--- src/rtl/truth_table_sweeper.sv ---
// truth_table_sweeper: walks every input combination of a small N_IN-input,
// 1-output combinational block, captures its outputs into a truth table and
// compares that table against an expected mask.
//
// Optional feature (macro): TT_STOP_ON_FAIL_EN
//   defined   - end the sweep at the first vector whose output differs from expected
//   undefined - always sweep all W vectors, then compare the whole table
//
// Ports:
//   clk             rising-edge clock
//   rst_n           synchronous active-low reset
//   start_i         begin a sweep (accepted in IDLE or DONE only)
//   expected_i      expected table, bit i = output for input i (latched on start)
//   dut_in_o        registered vector driven to the datapath
//   dut_out_i       datapath output
//   busy_o          high from start accept until DONE entry
//   done_o          level, high while in DONE
//   pass_o          captured table equals latched expected (valid with done_o)
//   truth_table_o   captured outputs, bit i = output sampled for vector i
//   mismatch_idx_o  lowest differing index when done_o && !pass_o, else 0
module truth_table_sweeper #(
    parameter int unsigned N_IN          = 3,
    parameter int unsigned SETTLE_CYCLES = 2
) (
    input  logic                    clk,
    input  logic                    rst_n,
    input  logic                    start_i,
    input  logic [(1<<N_IN)-1:0]    expected_i,
    output logic [N_IN-1:0]         dut_in_o,
    input  logic                    dut_out_i,
    output logic                    busy_o,
    output logic                    done_o,
    output logic                    pass_o,
    output logic [(1<<N_IN)-1:0]    truth_table_o,
    output logic [N_IN-1:0]         mismatch_idx_o
);

    localparam int unsigned W     = 1 << N_IN;
    localparam int unsigned CNT_W = (SETTLE_CYCLES > 0) ? $clog2(SETTLE_CYCLES + 1) : 1;
    localparam logic [N_IN-1:0] LAST_IDX = N_IN'(W - 1);

    typedef enum logic [2:0] {
        S_IDLE,
        S_APPLY,
        S_SETTLE,
        S_SAMPLE,
        S_DONE
    } state_e;

    state_e            state_q, state_d;
    logic [N_IN-1:0]   idx_q, idx_d;
    logic [N_IN-1:0]   dut_in_q, dut_in_d;
    logic [W-1:0]      exp_q, exp_d;
    logic [W-1:0]      table_q, table_d;
    logic [CNT_W-1:0]  cnt_q, cnt_d;
    logic              busy_q, busy_d;
    logic              done_q, done_d;
    logic              pass_q, pass_d;
    logic [N_IN-1:0]   mis_q, mis_d;

    // Table including the bit being sampled this cycle, and its lowest diff index
    logic [W-1:0]      table_new;
    logic [W-1:0]      diff;
    logic [N_IN-1:0]   first_diff;
    logic              fail_stop;

    // State and output registers
    always_ff @(posedge clk) begin
        if (!rst_n) begin
            state_q  <= S_IDLE;
            idx_q    <= '0;
            dut_in_q <= '0;
            exp_q    <= '0;
            table_q  <= '0;
            cnt_q    <= '0;
            busy_q   <= 1'b0;
            done_q   <= 1'b0;
            pass_q   <= 1'b0;
            mis_q    <= '0;
        end else begin
            state_q  <= state_d;
            idx_q    <= idx_d;
            dut_in_q <= dut_in_d;
            exp_q    <= exp_d;
            table_q  <= table_d;
            cnt_q    <= cnt_d;
            busy_q   <= busy_d;
            done_q   <= done_d;
            pass_q   <= pass_d;
            mis_q    <= mis_d;
        end
    end

    // Next-state and output logic
    always_comb begin
        state_d  = state_q;
        idx_d    = idx_q;
        dut_in_d = dut_in_q;
        exp_d    = exp_q;
        table_d  = table_q;
        cnt_d    = cnt_q;
        busy_d   = busy_q;
        done_d   = done_q;
        pass_d   = pass_q;
        mis_d    = mis_q;

        table_new        = table_q;
        table_new[idx_q] = dut_out_i;
        diff             = table_new ^ exp_q;
        first_diff       = '0;
        // Scan downwards so the lowest set bit wins
        for (int i = int'(W) - 1; i >= 0; i--) begin
            if (diff[i]) first_diff = N_IN'(i);
        end

`ifdef TT_STOP_ON_FAIL_EN
        fail_stop = (dut_out_i != exp_q[idx_q]);
`else
        fail_stop = 1'b0;
`endif

        case (state_q)
            S_IDLE, S_DONE: begin
                if (start_i) begin
                    state_d  = S_APPLY;
                    exp_d    = expected_i;
                    table_d  = '0;
                    idx_d    = '0;
                    dut_in_d = '0;
                    busy_d   = 1'b1;
                    done_d   = 1'b0;
                    pass_d   = 1'b0;
                    mis_d    = '0;
                end
            end
            S_APPLY: begin
                cnt_d   = CNT_W'(SETTLE_CYCLES);
                state_d = (SETTLE_CYCLES == 0) ? S_SAMPLE : S_SETTLE;
            end
            S_SETTLE: begin
                // Counter holds remaining settle cycles including this one
                if (cnt_q <= CNT_W'(1)) begin
                    cnt_d   = '0;
                    state_d = S_SAMPLE;
                end else begin
                    cnt_d = cnt_q - CNT_W'(1);
                end
            end
            S_SAMPLE: begin
                table_d = table_new;
                if (fail_stop) begin
                    state_d = S_DONE;
                    busy_d  = 1'b0;
                    done_d  = 1'b1;
                    pass_d  = 1'b0;
                    mis_d   = idx_q;
                end else if (idx_q == LAST_IDX) begin
                    state_d = S_DONE;
                    busy_d  = 1'b0;
                    done_d  = 1'b1;
                    pass_d  = (diff == '0);
                    mis_d   = (diff == '0) ? '0 : first_diff;
                end else begin
                    idx_d    = idx_q + N_IN'(1);
                    dut_in_d = idx_q + N_IN'(1);
                    state_d  = S_APPLY;
                end
            end
            default: state_d = S_IDLE;
        endcase
    end

    assign dut_in_o       = dut_in_q;
    assign busy_o         = busy_q;
    assign done_o         = done_q;
    assign pass_o         = pass_q;
    assign truth_table_o  = table_q;
    assign mismatch_idx_o = mis_q;

endmodule
--- config.mk ---
export PLATFORM = sky130hd
export DESIGN_NAME = truth_table_sweeper
export DESIGN_NICKNAME = d
export VERILOG_FILES = /design/src/rtl/truth_table_sweeper.sv
export SDC_FILE = /design/constraint.sdc
export NUM_CORES = 1
export LEC_CHECK = 0
export CORE_MARGIN = 8
export CORE_UTILIZATION = 45
export CTS_BUF_LIST = sky130_fd_sc_hd__clkbuf_4
export DETAILED_ROUTE_END_ITERATION = 12
export HOLD_SLACK_MARGIN = 0.15
export PLACE_DENSITY = 0.72
export SLEW_MARGIN = 20
export SYNTH_ARGS = -nofsm -noshare
export SYNTH_HDL_FRONTEND = slang
export SYNTH_SLANG_ARGS = --single-unit
--- constraint.sdc ---
create_clock -name clk -period 1.75 [get_ports clk]
set_input_delay 0.35 -clock clk [delete_from_list [all_inputs] [get_ports clk]]
set_output_delay 0.35 -clock clk [all_outputs]
set_load 0.005 [all_outputs]
-- Yosys cells after proc, flatten, opt, wreduce, memory -nomap -nowiden
Cells that the tools add are included.
- add/sub/neg operators: 2
- magnitude comparators: 3
- equality and inequality tests: 9
- mux-type cells: 33
- bitwise operators: 1
- reductions and logical operators: 11
- operators by type and width (operator ; number):
    $mux W3 ; 15
    $pmux W8 S2 ; 1
    $pmux W3 S2 ; 2
    $pmux W3 S4 ; 1
    $bwmux W8 ; 1
    $logic_not A8 Y1 ; 1
    $mux W8 ; 1
    $ne A2 B2 Y1 const B ; 4
    $xor A8 B8 Y8 ; 1
    $eq A3 B2 Y1 const B ; 2
    $eq A3 B3 Y1 const B ; 2
    $mux W1 ; 6
    $pmux W1 S2 ; 3
    $reduce_and A2 Y1 ; 3
    $reduce_and A3 Y1 ; 2
    $lt A3 B4 Y1 const B ; 1
    $pmux W2 S2 ; 1
    $reduce_bool A2 Y1 ; 2
    $add A3 B1 Y3 const B ; 1
    $demux W1 S3 ; 1
    $eq A3 B1 Y1 const B ; 1
    $ge A3 B1 Y1 const B ; 1
    $logic_not A3 Y1 ; 1
    $le A2 B1 Y1 const B ; 1
    other kinds (4) ; 4
- flip-flop bits (word level): 30
- bits of input ports: 12
- output and inout port bits: 17
- word-level logic and storage cells: 68

-- Depth between registers and ports, before layout
Gate-level depths: netlist of run 1.
- depth in word-level cells: 17
- gate-level depth with buffers: 7
- gate-level depth less buffers: 7

-- Least setup slack after synthesis of run 1
Ideal clock, no wire load.
- path type: reg2reg
- from: register dut_in_o[2] (netlist name)
- to: register mis_q[0] (netlist: mismatch_idx_o[0])
- library setup time: 74 ps
- arrival time: 1719 ps
- required time: 1676 ps
- path slack: -43 ps
- cell stages (with the launch flop): 7
- buffers on the path: 0
- clock period less this slack: 1793 ps
- cell sequence: dfxtp_1 nor3b_1 mux2i_1 xor2_1 nor2_1 a311o_1 a31oi_1
- RTL lines (item ; line ; source):
    end signal: assignment ; 90 ; mis_q <= mis_d;
    end: declaration ; 59 ; logic [N_IN-1:0] mis_q, mis_d;

==> impl_metrics.tcl, run 1 <==
set metrics [dict create \
    outcome "finished with violations" \
    violations "setup timing" \
    yosysSeqAreaShare 0.402 \
    die_x_um 73.6 \
    rsz0062_at_grt "true" \
    yosys.area.top_type_share 0.402 \
    critPathLaunch "dut_in_o[0]$_SDFFE_PN0P_" \
    cts_made_buffers 5 \
    setup-violations-final 3 \
    min_to "done_o$_SDFFE_PN0P_" \
    cts_hold_buf 0 \
    grt_antenna_before_repair 0 \
    r2r_slack_ps -30 \
    crit_required_ps 1970 \
    numClockSinks 30 \
    crit_path_start_kind "flop" \
    drt_iter0_markers 126 \
    firstDrtPassIters 4 \
    grt_pass1_vias 1407 \
    grt_overflow_total 0 \
    synth_largest_area_cell "dfxtp_1" \
    critPathArrivalTime_ps 2000 \
    diodes 0 \
    place_congestion 0.879 \
    setup_ws_ps -29.1 \
    worstPathMaxFanout 6 \
    drive_gt1_frac 0.301 \
    critPathSlowestCell "dfxtp_4" \
    syn_area_sq_um 1500 \
    cp-end-kind "flop" \
    grt_max_degree 21 \
    synth-edff-count 0 \
    ioPinCount 29 \
    fin_skew_ps 3.09 \
    clk_pin_slew_ps 90 \
    hold_depth 2 \
    min_from "done_o$_SDFFE_PN0P_" \
    p_leak_nw 0.842 \
    hold_viol 0 \
    yosysMostFrequentCell "dfxtp_1" \
    p_per_area_nw_per_um2 675 \
    hold_path.class "flop to flop" \
    path_class "flop to flop" \
    vias 1443 \
    maxCapViolCount 0 \
    initial_core_util 0.459 \
    wl_per_cell_um 16.2 \
    area_growth_pct 49.6 \
    slew_violations 0 \
    crit_chain "buf_6 > nor3b_4 > mux2i_2 > xor2_2 > and3_4 > a32o_1" \
    dp_hpwl_um 2880 \
    cts_root_buffer "clkbuf_4" \
    wl_um 4410 \
    path_buf_inv 1 \
    worstRegToRegCells 6 \
    dieHeight_um 73.6 \
    regToRegStartpoint "dut_in_o[0]$_SDFFE_PN0P_" \
    clk-insertion-delay-late_ps 320 \
    ir_drop_mv 0.463 \
    yosys-top-cells-count "dfxtp_1 (30), nand2_1 (25), a21boi_0 (12), nor2b_1 (12)" \
    final_nets 240 \
    pre_cts_ws_ps -303 \
    timing.final.crit_share 1.02 \
    fin_util 0.687 \
    io_buffers 28 \
    max_freq_mhz 562 \
    syn-num-nets 186 \
    synth.top_cells.by_area "dfxtp_1 (40%), nand2_1 (6.3%), mux2i_1 (6.0%)" \
    yosysUniqueCellTypes 34 \
    synth_warnings 0 \
    min_period_ps 1780 \
    detail-route-antenna-nets 0 \
    track_usage 0.155 \
    syn_avg_cell_area_sq_um 8.69 \
    grt_pass1_wl_um 6480 \
    synthFlopType "dfxtp_1" \
    synth_cells 172 \
    tightest_slew_ps 530 \
    cts_tree "built" \
    coreArea_sq_um 3260 \
    crit_family "simple AND/OR/NAND/NOR gates" \
    hold_ws_ps 476 \
    reg2reg_to "pass_o$_SDFFE_PN0P_" \
    max_stage_delay_ps 400 \
    ys_ff_latch 30 \
    drc 0 \
    num_rows 21 \
    avgViaCountPerCell 5.31 \
    synth-async-reset-ratio 0 \
    slew-limit-headroom 0.646 \
    die-area_sq_um 5420 \
    cts.htree.levels 2 \
    ctsLongestPathBuffers 2 \
]
## placed cells by master, fill, tap and decap left out, types with 2 or more instances in the layout
master,netlist,final
nor3_4,0,2
xor2_1,4,3
a22oi_1,9,8
xnor2_1,5,4
o21ai_0,9,9
nor2_2,0,2
nand2_2,0,3
xnor2_2,1,2
and2_1,3,3
a21oi_1,3,3
a31oi_1,2,2
clkbuf_4,0,7
buf_4,1,25
nand2_1,25,22
clkdlybuf4s50_1,0,27
nand3_1,3,2
nor2_1,8,6
and3b_2,0,2
dfxtp_4,0,3
mux2i_1,9,3
buf_6,0,4
ha_1,2,2
mux2i_4,0,2
nor2b_1,12,11
mux2i_2,0,4
and3_4,0,2
dfxtp_1,30,27
and3_1,4,2
nor3b_4,0,2
a21boi_0,12,12
## where the power goes
part	internal, W	switching (W)
clock network	0.000182	0.000218
registers	0.000715	0.0000445
logic	0.000171	0.000181
## registers in the layout, summed over array words and instances (netlist names)
| name | count |
|---|---|
| truth_table_o | 8 |
| dut_in_o | 3 |
| busy_o | 1 |
| mismatch_idx_o | 3 |
| done_o | 1 |
| cnt_q | 2 |
| pass_o | 1 |
| state_q | 3 |
| exp_q | 8 |
## worst min-delay path, delay by kind of cell (launching register included)
family           cells  cell delay (ps)
AND/OR/NAND/NOR      1               50
AO/OA/AOI/OAI        1               60
flip-flops           1              320
## through the flow
step	cell area, sq um	cells	power [W]	TNS, ps
after floorplan	1500	172	0.000954	0
after global placement	1950	257	0.00105	-678
after detailed placement	1950	257	0.00106	-1140
after CTS	2030	264	0.00146	0
after global routing	2240	272	0.00159	-423
final	2240	272	0.00151	-64.5
## final cells by class
class / instances / area (sq um)
Clock buffer: 7 / 52.6
Fill cell: 277 / 1020
Inverter: 1 / 3.75
Multi-Input combinational cell: 131 / 996
Sequential cell: 30 / 612
Tap cell: 46 / 57.6
Timing Repair Buffer: 57 / 515
## logic make-up after synthesis
kind of cell,synth area share
and+or+nand+nor,0.236
AOI/OAI and AO/OA,0.192
DFF,0.402
buffers and inverters,0.0301
xor gates and xnor gates,0.0636
muxes,0.0603
adders and majority gates,0.0167
## routing by layer
metal | up-vias | part of all wire | global-route usage
met5 | - | 0 | 0
met2 | 46 | 0.47 | 0.251
met4 | 0 | 0.031 | 0.0998
met1 | 680 | 0.45 | 0.174
li1 | 706 | - | -
met3 | 11 | 0.042 | 0.0409
## how the worst max path moves through the flow
stage | slack, ps | endpoint | cells past startpoint
floorplan | 6 | mismatch_idx_o[0]$_SDFFE_PN0P_ | 7
global route | -140 | mismatch_idx_o[2]$_SDFFE_PN0P_ | 8
detailed placement | -300 | pass_o$_SDFFE_PN0P_ | 6
global placement | -210 | mismatch_idx_o[0]$_SDFFE_PN0P_ | 6
finish | -30 | pass_o$_SDFFE_PN0P_ | 6
CTS | 5 | dut_in_o[2]$_SDFFE_PN0P_ | 8
## timing repair
item	4_1_cts	5_1_grt
setup buffers	0	8
resized for setup	8	40
endpoints found under the setup margin	9	11
pin swaps	2	19
Power figures use the tool's default switching activity.
==> run 2, diff against run 1 <==
Settings changed: CAP_MARGIN set to 20.
==> results of run 2 <==
Same layout as run 1: the final DEF is identical, and so are final timing and power.
==> run 3, diff against run 2 <==
Settings changed: DONT_BUFFER_PORTS set to 1, PLACE_DENSITY 0.72 to 0.6.
==> run 3 against run 2 <==
Compared with the run above: the flow still finishes with violations (setup timing); largest power group unchanged; clock-buffer cell count decreased by 1; power decreased by 5.0%; global-route usage decreased by 0.33 points; worst hold slack got worse by 310 ps; utilization decreased by 8.9 points; routed wire length decreased by 13%; first-iteration DRC count decreased by 16%; clock power increased by 1%; maximum frequency increased by 1.6%; clock skew increased by 7.0 ps; sequential cell count unchanged; setup slack improved by 28 ps.
==> impl_metrics.tcl, run 3 (synthesized netlist as in run 1, its figures left out) <==
set metrics [dict create \
    outcome "finished with violations" \
    violations "setup timing" \
    max_freq_mhz 571 \
    layout_commonest_cell "dfxtp_1" \
    setup-violations-final 2 \
    fin_util 0.597 \
    cts.htree.levels 2 \
    dieHeight_um 73.6 \
    fin_setup_tns_ps -2.39 \
    cts_root_buffer "clkbuf_4" \
    tightest_slew_ps 608 \
    clk-insertion-delay-late_ps 330 \
    cp-end-kind "flop" \
    critPathArrivalTime_ps 2020 \
    grt_pass1_vias 1344 \
    grt_overflow_total 0 \
    dp_hpwl_um 2660 \
    path_class "flop to flop" \
    coreArea_sq_um 3260 \
    clk_pin_slew_ps 100 \
    final_nets 217 \
    track_usage 0.151 \
    max_stage_delay_ps 380 \
    grt_antenna_before_repair 0 \
    fin_skew_ps 10.1 \
    vias 1350 \
    crit_chain "buf_6 > nor3b_4 > mux2i_1 > xor2_1 > nor2_1 > a311o_1 > a31oi_1" \
    mostFrequentLayoutCells "dfxtp_1 (27), nand2_1 (25), buf_4 (22)" \
    placed_cell_area_sq_um 1700 \
    numClockSinks 30 \
    grt_pass1_wl_um 6220 \
    detail-route-antenna-nets 0 \
    cts_made_buffers 5 \
    layout.cells.non_filler 250 \
    initial_core_util 0.459 \
    cts_tree "built" \
    worstPathMaxFanout 8 \
    wl_per_cell_um 15.3 \
    drt_iter0_markers 106 \
    ctsLongestPathBuffers 2 \
    r2r_slack_ps -1 \
    grt_max_degree 19 \
    place_inst 232 \
    slew_violations 0 \
    diodes 0 \
    wl_um 3820 \
    slew-limit-headroom 0.593 \
    crit_required_ps 2010 \
    crit_path_start_kind "flop" \
    num_rows 21 \
    rsz0062_at_grt "true" \
    drive_gt1_frac 0.250 \
    timing.final.crit_share 1.00 \
    place_congestion 0.819 \
    area_growth_pct 30.1 \
    hold_viol 0 \
    avgViaCountPerCell 5.40 \
    firstDrtPassIters 4 \
    p_per_area_nw_per_um2 738 \
    hold_ws_ps 164 \
    final_area_sq_um 1950 \
    min_period_ps 1750 \
    ir_drop_mv 0.394 \
    die-area_sq_um 5420 \
    drc 0 \
    setup_ws_ps -1.49 \
    p_leak_nw 0.749 \
    hold_path.class "input pin to flop" \
    maxCapViolCount 0 \
    die_x_um 73.6 \
    io_buffers 0 \
    ioPinCount 29 \
    critPathSlowestCell "dfxtp_4" \
]
==> run 3: cell count changes in the layout (fill, tap and decap cells not counted), moves of 2 or more <==
cell,before,now
clkdlybuf4s50_1,27,0
dlygate4sd3_1,0,9
buf_4,25,22
nand2_1,22,25
nand2_2,3,0
and3_1,2,4
and3_4,2,0
mux2i_1,3,5
nor2_1,6,8
nor2_2,2,0
==> run 3: critical path: cells and delay by family, from the launching register on <==
family                 cells  cell delay, ps
multiplexers               1             270
AND/OR/NAND/NOR            2             290
flip-flops                 1             380
buffers and inverters      1             120
XOR/XNOR                   1             210
AO/OA/AOI/OAI              2             420
==> run 3: path summary, 6_finish.rpt <==
path                                        from                              to  cells past startpoint
hold reg to reg   mismatch_idx_o[2]$_SDFFE_PN0P_  mismatch_idx_o[2]$_SDFFE_PN0P_                      2
hold / removal                     expected_i[0]           exp_q[0]$_SDFFE_PN0P_                      2
setup reg to reg        dut_in_o[1]$_SDFFE_PN0P_  mismatch_idx_o[0]$_SDFFE_PN0P_                      7
setup / recovery        dut_in_o[1]$_SDFFE_PN0P_  mismatch_idx_o[0]$_SDFFE_PN0P_                      7
==> run 3: through the flow <==
step / setup WS, ps / total power [W]
6_report: -1.49 / 0.00144
5_1_grt: -96.0 / 0.00152
4_1_cts: -14.9 / 0.00144
3_5_place_dp: -106 / 0.00101
3_3_place_gp: -58.9 / 0.000998
2_1_floorplan: 6.13 / 0.000954
==> run 3: what timing repair did <==
item,4_1_cts,5_1_grt
hold buffers,8,1
buffers inserted,1,0
pin swaps,9,8
resized for setup,12,12
hold endpoints to repair,19,2
endpoints found under the setup margin,4,5
==> run 3: metal layers <==
metal	GRT usage	wire (um)	vias to the layer above	part of all wire
li1	-	-	670	-
met1	0.165	1550	624	0.41
met4	0.0599	65	0	0.017
met2	0.259	1870	49	0.49
met5	0	0	-	0
met3	0.0546	328	7	0.086
==> run 3: area by class of cell <==
| type | count | area, sq um |
|---|---|---|
| tap | 46 | 57.6 |
| fill | 302 | 1310 |
| clock inverter | 2 | 8.76 |
| sequential | 30 | 612 |
| clock buffer | 6 | 45.0 |
| inverter | 1 | 3.75 |
| timing repair buffer | 34 | 289 |
| multi-input combinational | 131 | 930 |
==> run 3: report_power, final <==
part           leakage [nW]  switching (W)  total (W)  internal, W
logic                 0.470       0.000146   0.000277     0.000131
clock network        0.0331       0.000238   0.000404     0.000166
registers             0.246      0.0000405   0.000755     0.000715
